## src/rtl/mbc_sync_mapper_if.sv

```systemverilog
// Cartridge-edge bus between the GB connector (master) and the mbc_sync_mapper bank controller (slave).
`timescale 1ns/1ps
interface mbc_sync_mapper_if #(
    parameter int ROM_BANK_W = 9,
    parameter int RAM_BANK_W = 4
);
    logic [15:12]          GB_A;
    logic [7:0]            GB_D;
    logic                  GB_CS;
    logic                  GB_WR;
    logic                  GB_RD;
    logic [ROM_BANK_W-1:0] ROM_A;
    logic [RAM_BANK_W-1:0] RAM_A;
    logic                  ROM_CS;
    logic                  RAM_CS;
    logic                  DDIR;
    logic                  DEBUG;

    modport master (
        output GB_A, GB_D, GB_CS, GB_WR, GB_RD,
        input  ROM_A, RAM_A, ROM_CS, RAM_CS, DDIR, DEBUG
    );

    modport slave (
        input  GB_A, GB_D, GB_CS, GB_WR, GB_RD,
        output ROM_A, RAM_A, ROM_CS, RAM_CS, DDIR, DEBUG
    );
endinterface

```

## src/rtl/mbc_sync_mapper.sv

```systemverilog
// Clocked Game Boy MBC1/MBC5 bank controller with a GB_WR synchroniser and combinational chip selects.
// Optional macro NCGB_WR_GLITCH_FILTER_EN: require two consecutive low samples of WR before arming.
`timescale 1ns/1ps
module mbc_sync_mapper #(
    parameter int MODE       = 5,
    parameter int ROM_BANK_W = 9,
    parameter int RAM_BANK_W = 4
) (
    input  logic             CLK,
    input  logic             RST,
    mbc_sync_mapper_if.slave bus
);

    logic         s1, s2, s3;
    logic [1:0]   sync_valid;
    logic         idle_seen;
    logic         arm;
    logic         debug_q;
    logic [15:12] addr_q;
    logic [7:0]   data_q;
    logic         qualify;
    logic         commit;

    logic [ROM_BANK_W-1:0] bank0;
    logic [ROM_BANK_W-1:0] rom_bank_eff;
    logic [RAM_BANK_W-1:0] ram_bank_eff;
    logic                  ram_en;
    logic                  rom_cs_n;
    logic                  ram_cs_n;

    // A WR low only counts once a genuine high has been sampled after reset,
    // so a strobe that fell before or during reset never commits.
`ifdef NCGB_WR_GLITCH_FILTER_EN
    assign qualify = ~s2 & ~s3 & idle_seen;
`else
    assign qualify = ~s2 & idle_seen;
`endif

    assign commit = s2 & ~s3 & arm;

    always_ff @(posedge CLK) begin
        if (RST) begin
            s1         <= 1'b1;
            s2         <= 1'b1;
            s3         <= 1'b1;
            sync_valid <= 2'b00;
            idle_seen  <= 1'b0;
            arm        <= 1'b0;
            debug_q    <= 1'b0;
            addr_q     <= '0;
            data_q     <= '0;
        end else begin
            s1         <= bus.GB_WR;
            s2         <= s1;
            s3         <= s2;
            sync_valid <= {sync_valid[0], 1'b1};
            if (sync_valid[1] && s2) begin
                idle_seen <= 1'b1;
            end
            if (!s2) begin
                addr_q <= bus.GB_A;
                data_q <= bus.GB_D;
            end
            if (commit) begin
                arm <= 1'b0;
            end else if (qualify) begin
                arm <= 1'b1;
            end
            debug_q <= commit;
        end
    end

    if (MODE == 5) begin : g_mbc5
        logic [8:0] rom_bank;
        logic [3:0] ram_bank;
        logic       ram_en_r;

        always_ff @(posedge CLK) begin
            if (RST) begin
                rom_bank <= 9'd1;
                ram_bank <= 4'd0;
                ram_en_r <= 1'b0;
            end else if (commit) begin
                case (addr_q)
                    4'h0, 4'h1: ram_en_r      <= (data_q[3:0] == 4'hA);
                    4'h2:       rom_bank[7:0] <= data_q;
                    4'h3:       rom_bank[8]   <= data_q[0];
                    4'h4, 4'h5: ram_bank      <= data_q[3:0];
                    default:    ;
                endcase
            end
        end

        assign bank0        = '0;
        assign rom_bank_eff = ROM_BANK_W'(rom_bank);
        assign ram_bank_eff = RAM_BANK_W'(ram_bank);
        assign ram_en       = ram_en_r;
    end else if (MODE == 1) begin : g_mbc1
        if (ROM_BANK_W < 7) begin : g_bad_rom_w
            $error("mbc_sync_mapper: MBC1 needs ROM_BANK_W >= 7");
        end

        logic [4:0] rom_lo;
        logic [1:0] hi2;
        logic       bmode;
        logic       ram_en_r;

        // A zero low field maps to bank 1, so bank 0 is only reachable through the 0x0000 region.
        always_ff @(posedge CLK) begin
            if (RST) begin
                rom_lo   <= 5'd1;
                hi2      <= 2'd0;
                bmode    <= 1'b0;
                ram_en_r <= 1'b0;
            end else if (commit) begin
                case (addr_q)
                    4'h0, 4'h1: ram_en_r <= (data_q[3:0] == 4'hA);
                    4'h2, 4'h3: rom_lo   <= (data_q[4:0] == 5'd0) ? 5'd1 : data_q[4:0];
                    4'h4, 4'h5: hi2      <= data_q[1:0];
                    4'h6, 4'h7: bmode    <= data_q[0];
                    default:    ;
                endcase
            end
        end

        assign bank0        = ROM_BANK_W'({(bmode ? hi2 : 2'b00), 5'b00000});
        assign rom_bank_eff = ROM_BANK_W'({hi2, rom_lo});
        assign ram_bank_eff = RAM_BANK_W'(bmode ? hi2 : 2'b00);
        assign ram_en       = ram_en_r;
    end else begin : g_bad_mode
        $error("mbc_sync_mapper: MODE must be 1 (MBC1) or 5 (MBC5)");
        assign bank0        = '0;
        assign rom_bank_eff = '0;
        assign ram_bank_eff = '0;
        assign ram_en       = 1'b0;
    end

    assign rom_cs_n = ~(~bus.GB_A[15] & ~bus.GB_RD);
    assign ram_cs_n = ~(~bus.GB_CS & (bus.GB_A[15:13] == 3'b101) & ram_en);

    assign bus.ROM_A  = (bus.GB_A[15:14] == 2'b00) ? bank0 : rom_bank_eff;
    assign bus.RAM_A  = ram_bank_eff;
    assign bus.ROM_CS = rom_cs_n;
    assign bus.RAM_CS = ram_cs_n;
    assign bus.DDIR   = ~bus.GB_RD & (~rom_cs_n | ~ram_cs_n);
    assign bus.DEBUG  = debug_q;

endmodule
```

## src/flat_wrapper.sv

```systemverilog
// flat-port wrapper written by rule: the top's interface ports become plain ports
module mbc_sync_mapper_flat 
#(
    parameter int MODE       = 5,
    parameter int ROM_BANK_W = 9,
    parameter int RAM_BANK_W = 4
)
  (CLK, RST, bus_GB_A, bus_GB_D, bus_GB_CS, bus_GB_WR, bus_GB_RD, bus_ROM_A, bus_RAM_A, bus_ROM_CS, bus_RAM_CS, bus_DDIR, bus_DEBUG);
  mbc_sync_mapper_if #(.ROM_BANK_W(ROM_BANK_W), .RAM_BANK_W(RAM_BANK_W)) bus_i ();
  input  logic CLK;
  input  logic RST;
  input wire logic [$bits(bus_i.GB_A)-1:0] bus_GB_A;
  input wire logic [$bits(bus_i.GB_D)-1:0] bus_GB_D;
  input wire logic [$bits(bus_i.GB_CS)-1:0] bus_GB_CS;
  input wire logic [$bits(bus_i.GB_WR)-1:0] bus_GB_WR;
  input wire logic [$bits(bus_i.GB_RD)-1:0] bus_GB_RD;
  output wire logic [$bits(bus_i.ROM_A)-1:0] bus_ROM_A;
  output wire logic [$bits(bus_i.RAM_A)-1:0] bus_RAM_A;
  output wire logic [$bits(bus_i.ROM_CS)-1:0] bus_ROM_CS;
  output wire logic [$bits(bus_i.RAM_CS)-1:0] bus_RAM_CS;
  output wire logic [$bits(bus_i.DDIR)-1:0] bus_DDIR;
  output wire logic [$bits(bus_i.DEBUG)-1:0] bus_DEBUG;
  assign bus_i.GB_A = bus_GB_A;
  assign bus_i.GB_D = bus_GB_D;
  assign bus_i.GB_CS = bus_GB_CS;
  assign bus_i.GB_WR = bus_GB_WR;
  assign bus_i.GB_RD = bus_GB_RD;
  assign bus_ROM_A = bus_i.ROM_A;
  assign bus_RAM_A = bus_i.RAM_A;
  assign bus_ROM_CS = bus_i.ROM_CS;
  assign bus_RAM_CS = bus_i.RAM_CS;
  assign bus_DDIR = bus_i.DDIR;
  assign bus_DEBUG = bus_i.DEBUG;
  mbc_sync_mapper #(.MODE(MODE), .ROM_BANK_W(ROM_BANK_W), .RAM_BANK_W(RAM_BANK_W)) u_core (.CLK(CLK), .RST(RST), .bus(bus_i));
endmodule
```

## config.mk

```make
export PLATFORM = sky130hd
export DESIGN_NAME = mbc_sync_mapper_flat
export DESIGN_NICKNAME = d
export VERILOG_FILES = /design/src/rtl/mbc_sync_mapper_if.sv /design/src/rtl/mbc_sync_mapper.sv /design/src/flat_wrapper.sv
export SDC_FILE = /design/constraint.sdc
export NUM_CORES = 1
export LEC_CHECK = 0
export CAP_MARGIN = 5
export CORE_ASPECT_RATIO = 1.75
export CORE_UTILIZATION = 43
export CTS_CLUSTER_DIAMETER = 80
export DETAILED_ROUTE_END_ITERATION = 8
export HOLD_SLACK_MARGIN = 0.12
export PLACE_DENSITY = 0.74
export REMOVE_ABC_BUFFERS = 1
export SLEW_MARGIN = 30
export SYNTH_ARGS = -nofsm -noshare
export SYNTH_HDL_FRONTEND = slang
export SYNTH_SLANG_ARGS = --single-unit
```

## constraint.sdc

```tcl
create_clock -name CLK -period 1.3 [get_ports CLK]
set_clock_uncertainty 0.1 [all_clocks]
set_input_delay 0.325 -clock CLK [delete_from_list [all_inputs] [get_ports CLK]]
set_output_delay 0.325 -clock CLK [all_outputs]
set_load 0.02 [all_outputs]
```

==> results of run 1 <==
[area by class of cell]
type                            count  area (µm²)  share of cell area, %
Clock buffer                        7        86.3                   4.33
Multi-Input combinational cell     95         689                   34.6
Tap cell                           42        52.6                   2.63
Timing Repair Buffer               52         458                   23.0
Clock inverter                      1        5.00                  0.251
Sequential cell                    34         696                   34.9
Inverter                            2        7.51                  0.376
[state kept, by name (all words and copies together) (netlist names)]
register                flops
u_core.idle_seen            1
u_core.arm                  1
u_core.data_q               8
u_core.s1                   1
u_core.bus.DEBUG            1
u_core.sync_valid           2
u_core.s2                   1
u_core.bus.RAM_A            4
u_core.g_mbc5.ram_en_r      1
u_core.addr_q               4
u_core.s3                   1
u_core.g_mbc5.rom_bank      9
[timing repair]
| item | in CTS | in global routing |
|---|---|---|
| gates cloned | 1 | 0 |
| setup buffers | 0 | 2 |
| gates resized for setup | 118 | 14 |
| pin swaps | 5 | 3 |
| endpoints found under the setup margin | 26 | 27 |
[worst paths after layout]
path,from,end,slack [ps]
max,u_core.g_mbc5.ram_en_r$_SDFFE_PP0P_,bus_DDIR,-190
min,bus_GB_A[3],u_core.addr_q[15]$_SDFFE_PP0N_,240
max reg2reg,u_core.s3$_SDFF_PP1_,u_core.g_mbc5.rom_bank[0]$_SDFFE_PP1P_,-100
min reg2reg,u_core.s1$_SDFF_PP1_,u_core.s2$_SDFF_PP1_,330
[layer usage]
| layer | up-vias | track usage, % | routed length, µm |
|---|---|---|---|
| li1 | 559 | - | - |
| met1 | 530 | 23.5 | 1300 |
| met2 | 21 | 32.8 | 1700 |
| met3 | 5 | 6.40 | 125 |
| met4 | 0 | 9.70 | 57 |
| met5 | - | 0 | 0 |
[worst max-delay path, stage by stage (launching register included)]
cell,delay (ps)
dfxtp_2,340
nand4_1,120
a21oi_2,170
buf_4,150
[stage by stage]
step | std cells | instance area, µm² | setup TNS [ps] | setup WS (ps)
6_report | 233 | 1990 | -1150 | -186
5_1_grt | 233 | 1990 | -2180 | -242
4_1_cts | 231 | 1930 | -960 | -202
3_5_place_dp | 222 | 1830 | -16900 | -1210
3_3_place_gp | 222 | 1830 | -16370 | -1190
2_1_floorplan | 130 | 1320 | -6560 | -580
[synth_stat cells, types with 2 or more instances]
master | count | area (µm²)
nor4bb_1 | 2 | 20.0
dfxtp_1 | 34 | 681
or2_2 | 3 | 18.8
nor2b_1 | 10 | 62.6
nand2_1 | 23 | 86.3
a21oi_1 | 4 | 20.0
mux2i_1 | 25 | 250
nor2_1 | 18 | 67.6
buf_6 | 2 | 22.5
inv_1 | 2 | 7.51
clkbuf_1 | 4 | 15.0
[power by group through the flow]
stage | clock network (mW) | logic, mW | registers (mW)
global route | 0.864 | 0.207 | 1.08
finish | 0.816 | 0.191 | 1.08
CTS | 0.816 | 0.180 | 1.08
detailed placement | 0 | 0.171 | 1.10
floorplan | 0 | 0.0577 | 1.11
global placement | 0 | 0.168 | 1.10
[kinds of logic (layout without fill, tap and decap cells)]
logic type / after synthesis / after routing / share of synthesized area (%)
AND/OR/NAND/NOR: 63 / 64 / 25.5
flip-flops: 34 / 34 / 50.0
multiplexers: 25 / 25 / 18.4
buffers and inverters: 9 / 62 / 3.68
AO/OA/AOI/OAI: 6 / 6 / 2.39
==> qor.yml, run 1 <==
status: "finished, violations left"
failed_checks: "negative setup slack"
syn-cell-area_um2: 1360
synth_seq_cells: 34
cts_tree: "yes"
rows: 26
diodes: 0
critPathCaptureType: "output pin"
wl_per_cell_um: 13.6
drv_cap: 0
r2r.worst_path.cells: 4
routed_via_density: 4.79
first_iter_violations: 28
initial_core_util_pct: 45.9
period_needed_ps: 1490
nNetsFinal: 207
io_pins: 34
grt_max_degree: 14
pwr_density_cell_nw_per_um2: 1050
max_slew.worst_pin.slew_ps: 386
antenna_found_initial: 0
cts_buffers: 5
synthToLayoutAreaGrowth_pct: 46.6
final_common_cell: "mux2i_1"
die_w_um: 44.5
synthCells: 137
ys.flop_type: "dfxtp_1"
clkTransAtPathRegs_ps: 70
grt_pass1_wl_mm: 5.04
netSwitchingFraction_pct: 23.5
hold_class: "in2reg"
layout-drive-gt1-share_pct: 37.2
ctsHoldBuffers: 0
critPathKind: "reg2out"
clock_latency_ps: 290
clk_path_buf_depth: 2
cts.sinks: 34
drt-total-wl_mm: 3.18
die_height_um: 76.4
finalCritPeriodShare_pct: 114
first_pass_iters: 4
portBuffers: 33
grt_usage_pct: 20.4
p_leak_nw: 0.930
power.internal_mw: 1.60
whs_path_depth: 3
avgSynthCellArea_um2: 9.93
pwr-share-clk_pct: 39.1
grt_pass1_vias: 1129
clockRootBuffer: "clkbuf_8"
peakVddDrop_mv: 0.974
worst_slack_ps: -186
die-area_um2: 3400
synth.distinct_cells: 21
core_um2: 2960
finalWeightedCongestion: 0.787
dp_hpwl_mm: 2.11
final_cell_mix: "mux2i_1 (25), buf_4 (24), nand2_1 (23)"
hold_slack_ps: 236
drc_errors: 0
yosysWarnings: 0
slew_viol_final: 0
fin_util_pct: 67.4
switchingPower_uw: 490
h-tree-depth: 2
ant_nets: 0
p_total_mw: 2.09
crit_required_ps: 880
ys_seq_area_share_pct: 50.0
max_freq_mhz: 673
num_vias: 1115
nFillCells: 249
worstPathArrival_ps: 1060
rsz0062_at_grt: "true"
async_reset_ff_share_pct: 0
cp-start-kind: "register"
maxSlewHeadroom_pct: 73.9
grt_overflow: 0
hold_viol_final: 0
combPwrFrac_pct: 9.1
setup_viol: 19
synth_edf_count: 0
seqPwrFrac_pct: 51.8
crit_fanout: 2
Note: power is estimated with default switching activity, not from simulation.
==> run 2: changes to the inputs <==
==> constraint.sdc (replaced) <==
create_clock -name CLK -period 1.3 [get_ports CLK]
set_clock_uncertainty 0.1 [all_clocks]
set_input_delay 0.325 -clock CLK [delete_from_list [all_inputs] [get_ports CLK]]
set_output_delay 0.325 -clock CLK [all_outputs]
set_load 0.01 [all_outputs]
==> qor.yml, run 2 (synthesis results as in run 1) <==
cts_buffers: 5  # unchanged
grt_pass1_wl_mm: 5.16  # +2.3%
worstPathArrival_ps: 1020  # -40 ps
grt_max_degree: 14  # unchanged
die-area_um2: 3400  # unchanged
drv_cap: 0  # unchanged
top_regs: "u_core.g_mbc5.rom_bank x9, u_core.data_q x8"
max_freq_mhz: 691  # +2.7%
p_leak_nw: 0.941  # +1.2%
drc_errors: 0  # unchanged
period_needed_ps: 1450  # -38.9 ps
clk_path_buf_depth: 2  # unchanged
crit_path_end: "bus_DDIR"
hold_slack_ps: 299  # +63.1 ps
critPathKind: "reg2out"
crit_fanout: 2  # unchanged
nNetsFinal: 211  # +1.9%
rsz0062_at_grt: "true"
rrSetupSlack_ps: -130  # -30 ps
dpl_cell_area_um2: 1840  # +0.41%
pwr_density_cell_nw_per_um2: 1030  # -1.3%
whs_path_depth: 4  # +1
grt_usage_pct: 20.5  # +0.15 points
slew_viol_final: 0  # unchanged
first_pass_iters: 4  # unchanged
maxSlewHeadroom_pct: 79.4  # +5.5 points
critPathLaunch: "u_core.g_mbc5.ram_en_r$_SDFFE_PP0P_"
initial_core_util_pct: 45.9  # unchanged
clockRootBuffer: "clkbuf_8"
grt_overflow: 0  # unchanged
diodes: 0  # unchanged
p_total_mw: 2.09  # +0.17%
first_iter_violations: 12  # -57%
layout-drive-gt1-share_pct: 36.4  # -0.76 points
largest-register: "u_core.g_mbc5.rom_bank"
crit_required_ps: 880  # about the same
num_vias: 1128  # +1.2%
die_w_um: 44.5  # unchanged
ant_nets: 0  # unchanged
core_um2: 2960  # unchanged
io_pins: 34  # unchanged
rows: 26  # unchanged
portBuffers: 33  # unchanged
r2r_end: "u_core.g_mbc5.rom_bank[7]$_SDFFE_PP0P_"
critPathCaptureType: "output pin"
grt_pass1_vias: 1118  # -0.97%
peakVddDrop_mv: 0.807  # -17%
dp_hpwl_mm: 2.15  # +2.3%
failed_checks: "negative setup slack"
routed_via_density: 4.76  # -0.54%
antenna_found_initial: 0  # unchanged
max_slew.worst_pin.slew_ps: 305  # -80.8 ps
cp-start-kind: "register"
status: "finished, violations left"
drt-total-wl_mm: 3.11  # -2.0%
largest_register_ffs: 9  # unchanged
r2r-start: "u_core.s3$_SDFF_PP1_"
die_height_um: 76.4  # unchanged
final_area_um2: 2020  # +1.5%
r2r.worst_path.cells: 4  # unchanged
h-tree-depth: 2  # unchanged
clock_latency_ps: 290  # about the same
finalWeightedCongestion: 0.766  # -2.6%
final_cell_mix: "mux2i_1 (25), dfxtp_1 (25), nand2_1 (23)"
synthToLayoutAreaGrowth_pct: 48.8
wl_per_cell_um: 13.1  # -3.7%
hold_viol_final: 0  # unchanged
clkTransAtPathRegs_ps: 70  # about the same
finalCritPeriodShare_pct: 111  # -3.0 points
worst_slack_ps: -147  # +38.9 ps
cts.sinks: 34  # unchanged
hold_class: "in2reg"
setup_viol: 21  # +2
cts_tree: "yes"
-- run 2: changes by cell type in the layout (fill, tap and decap cells not counted), sizes merged --
cell,delta
clkdlybuf4s50,+1
clkdlybuf4s15,+1
clkinvlp,+1
dlymetal6s2s,-1
clkbuf,+2
-- run 2: final cells by class --
type                            instances  area (µm²)
Fill cell                             232         936
Sequential cell                        34         692
Timing Repair Buffer                   56         489
Multi-Input combinational cell         95         688
Tap cell                               42        52.6
Clock buffer                            6        82.6
Clock inverter                          2        12.5
Inverter                                2        7.51
-- run 2: critical path, stage by stage, from the launching register on --
cell and delay [ps]:
dfxtp_2 340, nand4_1 110, a21oi_1 140, buf_2 150
-- run 2: what timing repair did --
item                       in CTS  in global routing
hold buffers                    0                  0
cloned                          1                  0
resized for setup              95                 19
pin swaps                       5                  6
setup buffers                   3                  3
setup endpoints to repair      31                 30
-- run 2: worst min path at each step --
stage,startpoint,endpoint,slack (ps)
floorplan,u_core.s1$_SDFF_PP1_,u_core.s2$_SDFF_PP1_,290
global placement,u_core.s1$_SDFF_PP1_,u_core.s2$_SDFF_PP1_,290
detailed placement,u_core.s1$_SDFF_PP1_,u_core.s2$_SDFF_PP1_,290
CTS,bus_GB_A[2],u_core.addr_q[14]$_SDFFE_PP0N_,300
global route,bus_GB_A[2],u_core.addr_q[14]$_SDFFE_PP0N_,340
finish,bus_GB_A[2],u_core.addr_q[14]$_SDFFE_PP0N_,300
-- run 2: metal layers --
layer	track usage, %	up-vias	share of wire (%)	routed length, µm
met5	0	-	0	0
met4	8.18	0	1.9	60
met3	4.27	6	3.1	98
met2	34.9	28	55	1710
met1	23.9	529	40	1250
li1	-	565	-	-
-- run 2: per-stage QoR --
step | instances | utilization, % | TNS, ps | setup WS [ps]
floorplan | 130 | - | -6300 | -580
global placement | 223 | 62.0 | -15020 | -1080
detailed placement | 223 | 62.0 | -16000 | -1140
CTS | 235 | 66.6 | -1050 | -174
global route | 237 | 68.4 | -2590 | -214
finish | 237 | 68.4 | -1490 | -147
-- run 2: power by group --
group | switching (mW) | internal (mW) | leakage [nW] | total, mW
Sequential | 0.0164 | 1.06 | 0.278 | 1.08
Combinational | 0.0836 | 0.119 | 0.616 | 0.203
Clock | 0.382 | 0.425 | 0.0472 | 0.807
Total | 0.482 | 1.61 | 0.941 | 2.09
==> run 3: changes to the inputs <==
--- a/config.mk
+++ b/config.mk
@@ -7,11 +7,11 @@
 export LEC_CHECK = 0
 export CAP_MARGIN = 5
 export CORE_ASPECT_RATIO = 1.75
-export CORE_UTILIZATION = 43
+export CORE_UTILIZATION = 34
 export CTS_CLUSTER_DIAMETER = 80
 export DETAILED_ROUTE_END_ITERATION = 8
 export HOLD_SLACK_MARGIN = 0.12
-export PLACE_DENSITY = 0.74
+export PLACE_DENSITY = 0.68
 export REMOVE_ABC_BUFFERS = 1
 export SLEW_MARGIN = 30
 export SYNTH_ARGS = -nofsm -noshare
==> qor.yml, run 3 (synthesis results as in run 1) <==
cp-start-kind: "register"
critPathLaunch: "u_core.g_mbc5.ram_en_r$_SDFFE_PP0P_"
clockRootBuffer: "clkbuf_8"
cts.sinks: 34  # unchanged
wl_per_cell_um: 13.2  # +0.71%
num_vias: 1140  # +1.1%
first_pass_iters: 4  # unchanged
nNetsFinal: 211  # unchanged
final_common_cell: "mux2i_1"
die-area_um2: 4270  # +25%
max_freq_mhz: 688  # -0.44%
layout-drive-gt1-share_pct: 38.3  # +1.9 points
ctsHoldBuffers: 0  # unchanged
crit_fanout: 2  # unchanged
setup_viol: 18  # -14%
rrSetupSlack_ps: -110  # +20 ps
critPathTopFamily: "flip-flops"
grt_max_degree: 19  # +5
ant_nets: 0  # unchanged
clock_latency_ps: 280  # about the same
first_iter_violations: 8  # -4
worstPathArrival_ps: 1030  # about the same
hold_class: "in2reg"
r2r.worst_path.cells: 4  # unchanged
pwr_density_cell_nw_per_um2: 989  # -4.2%
whs_path_depth: 3  # -1
antenna_found_initial: 0  # unchanged
critPathKind: "reg2out"
finalCritPeriodShare_pct: 112  # +0.49 points
cp_cell_sequence: "nand4_1 -> a21oi_1 -> buf_2"
io_pins: 34  # unchanged
diodes: 0  # unchanged
rows: 30  # +15%
grt_pass1_vias: 1172  # +4.8%
crit_path_end: "bus_DDIR"
r2r_end: "u_core.g_mbc5.rom_bank[0]$_SDFFE_PP1P_"
clk_path_buf_depth: 2  # unchanged
drv_cap: 0  # unchanged
critPathBufInv: 1  # unchanged
maxSlewHeadroom_pct: 82.4  # +3.0 points
cts_tree: "yes"
routed_via_density: 4.73  # -0.61%
max_slew.worst_pin.slew_ps: 263  # -42.1 ps
drt-total-wl_mm: 3.19  # +2.4%
h-tree-depth: 2  # unchanged
finalWeightedCongestion: 0.801  # +4.5%
top_regs: "u_core.g_mbc5.rom_bank x9, u_core.data_q x8"
crit_required_ps: 880  # about the same
failed_checks: "negative setup slack"
rsz0062_at_grt: "true"
r2r-start: "u_core.s3$_SDFF_PP1_"
portBuffers: 33  # unchanged
grt_pass1_wl_mm: 5.15  # -0.14%
fin_util_pct: 53.3  # -15 points
slew_viol_final: 0  # unchanged
grt_usage_pct: 16.4  # -4.1 points
period_needed_ps: 1450  # +6.34 ps
p_leak_nw: 0.949  # +0.83%
clkTransAtPathRegs_ps: 60  # about the same
hold_viol_final: 0  # unchanged
die_height_um: 85.7  # +12%
nFillCells: 344  # +48%
largest-register: "u_core.g_mbc5.rom_bank"
final_cell_mix: "mux2i_1 (25), nand2_1 (23), dfxtp_1 (21)"
critical_path.max_stage_delay_ps: 340  # about the same
largest_register_ffs: 9  # unchanged
core_um2: 3870  # +31%
peakVddDrop_mv: 0.775  # -3.9%
grt_overflow: 0  # unchanged
p_total_mw: 2.04  # -2.5%
initial_core_util_pct: 35.2  # -11 points
status: "finished, violations left"
dp_hpwl_mm: 2.25  # +4.6%
cts_buffers: 5  # unchanged
worst_slack_ps: -154  # -6.34 ps
critPathCaptureType: "output pin"
die_w_um: 49.8  # +12%
cp.depth: 3  # unchanged
slowest_stage: "dfxtp_2"
drc_errors: 0  # unchanged
synthToLayoutAreaGrowth_pct: 51.5
[run 3: report_power, final]
part	switching [mW]	leakage, nW	internal, mW	total (mW)
clock network	0.336	0.0431	0.408	0.744
registers	0.0160	0.280	1.07	1.08
logic	0.0857	0.626	0.127	0.213
total	0.438	0.949	1.60	2.04
[run 3: final cells by class]
cell class                 instances  area [µm²]  share of cell area [%]
tap                               48        60.1                    2.91
clock buffer                       6        82.6                    4.01
sequential                        34         697                    33.8
inverter                           2        7.51                   0.364
timing repair buffer              56         520                    25.3
multi-input combinational         95         693                    33.6
[run 3: metal layers]
layer,GRT usage [%],vias to the layer above,part of all wire [%]
met3,5.85,10,4.1
met4,8.83,0,2.7
met2,29.7,24,56
met5,0,-,0
met1,15.5,539,37
li1,-,567,-
[run 3: metrics by stage]
stage                     std cells  setup WS (ps)  cell area (µm²)  setup TNS [ps]  hold WS, ps
final                           241           -154             2060           -1260          216
after global routing            241           -229             2060           -2020          241
after CTS                       239           -186             2010           -1190          214
after detailed placement        227          -1100             1850          -16520          303
after global placement          227          -1070             1850          -15530          295
after floorplan                 130           -580             1320           -6300          289
[run 3: worst min path at each step]
stage / from / end / slack, ps
floorplan: u_core.s1$_SDFF_PP1_ / u_core.s2$_SDFF_PP1_ / 290
global placement: u_core.s1$_SDFF_PP1_ / u_core.s2$_SDFF_PP1_ / 290
detailed placement: u_core.s1$_SDFF_PP1_ / u_core.s2$_SDFF_PP1_ / 300
CTS: bus_GB_A[2] / u_core.addr_q[14]$_SDFFE_PP0N_ / 210
global route: bus_GB_A[2] / u_core.addr_q[14]$_SDFFE_PP0N_ / 240
finish: bus_GB_A[2] / u_core.addr_q[14]$_SDFFE_PP0N_ / 220
[run 3: worst min-delay path: stages]
cell and delay (ps):
buf_12 90, mux2i_1 60, nor2_1 80
[run 3: what timing repair did]
| action | 4_1_cts | 5_1_grt |
|---|---|---|
| cloned | 1 | 0 |
| pin swaps | 5 | 4 |
| buffers inserted | 5 | 2 |
| gates resized for setup | 93 | 29 |
| setup endpoints to repair | 29 | 30 |
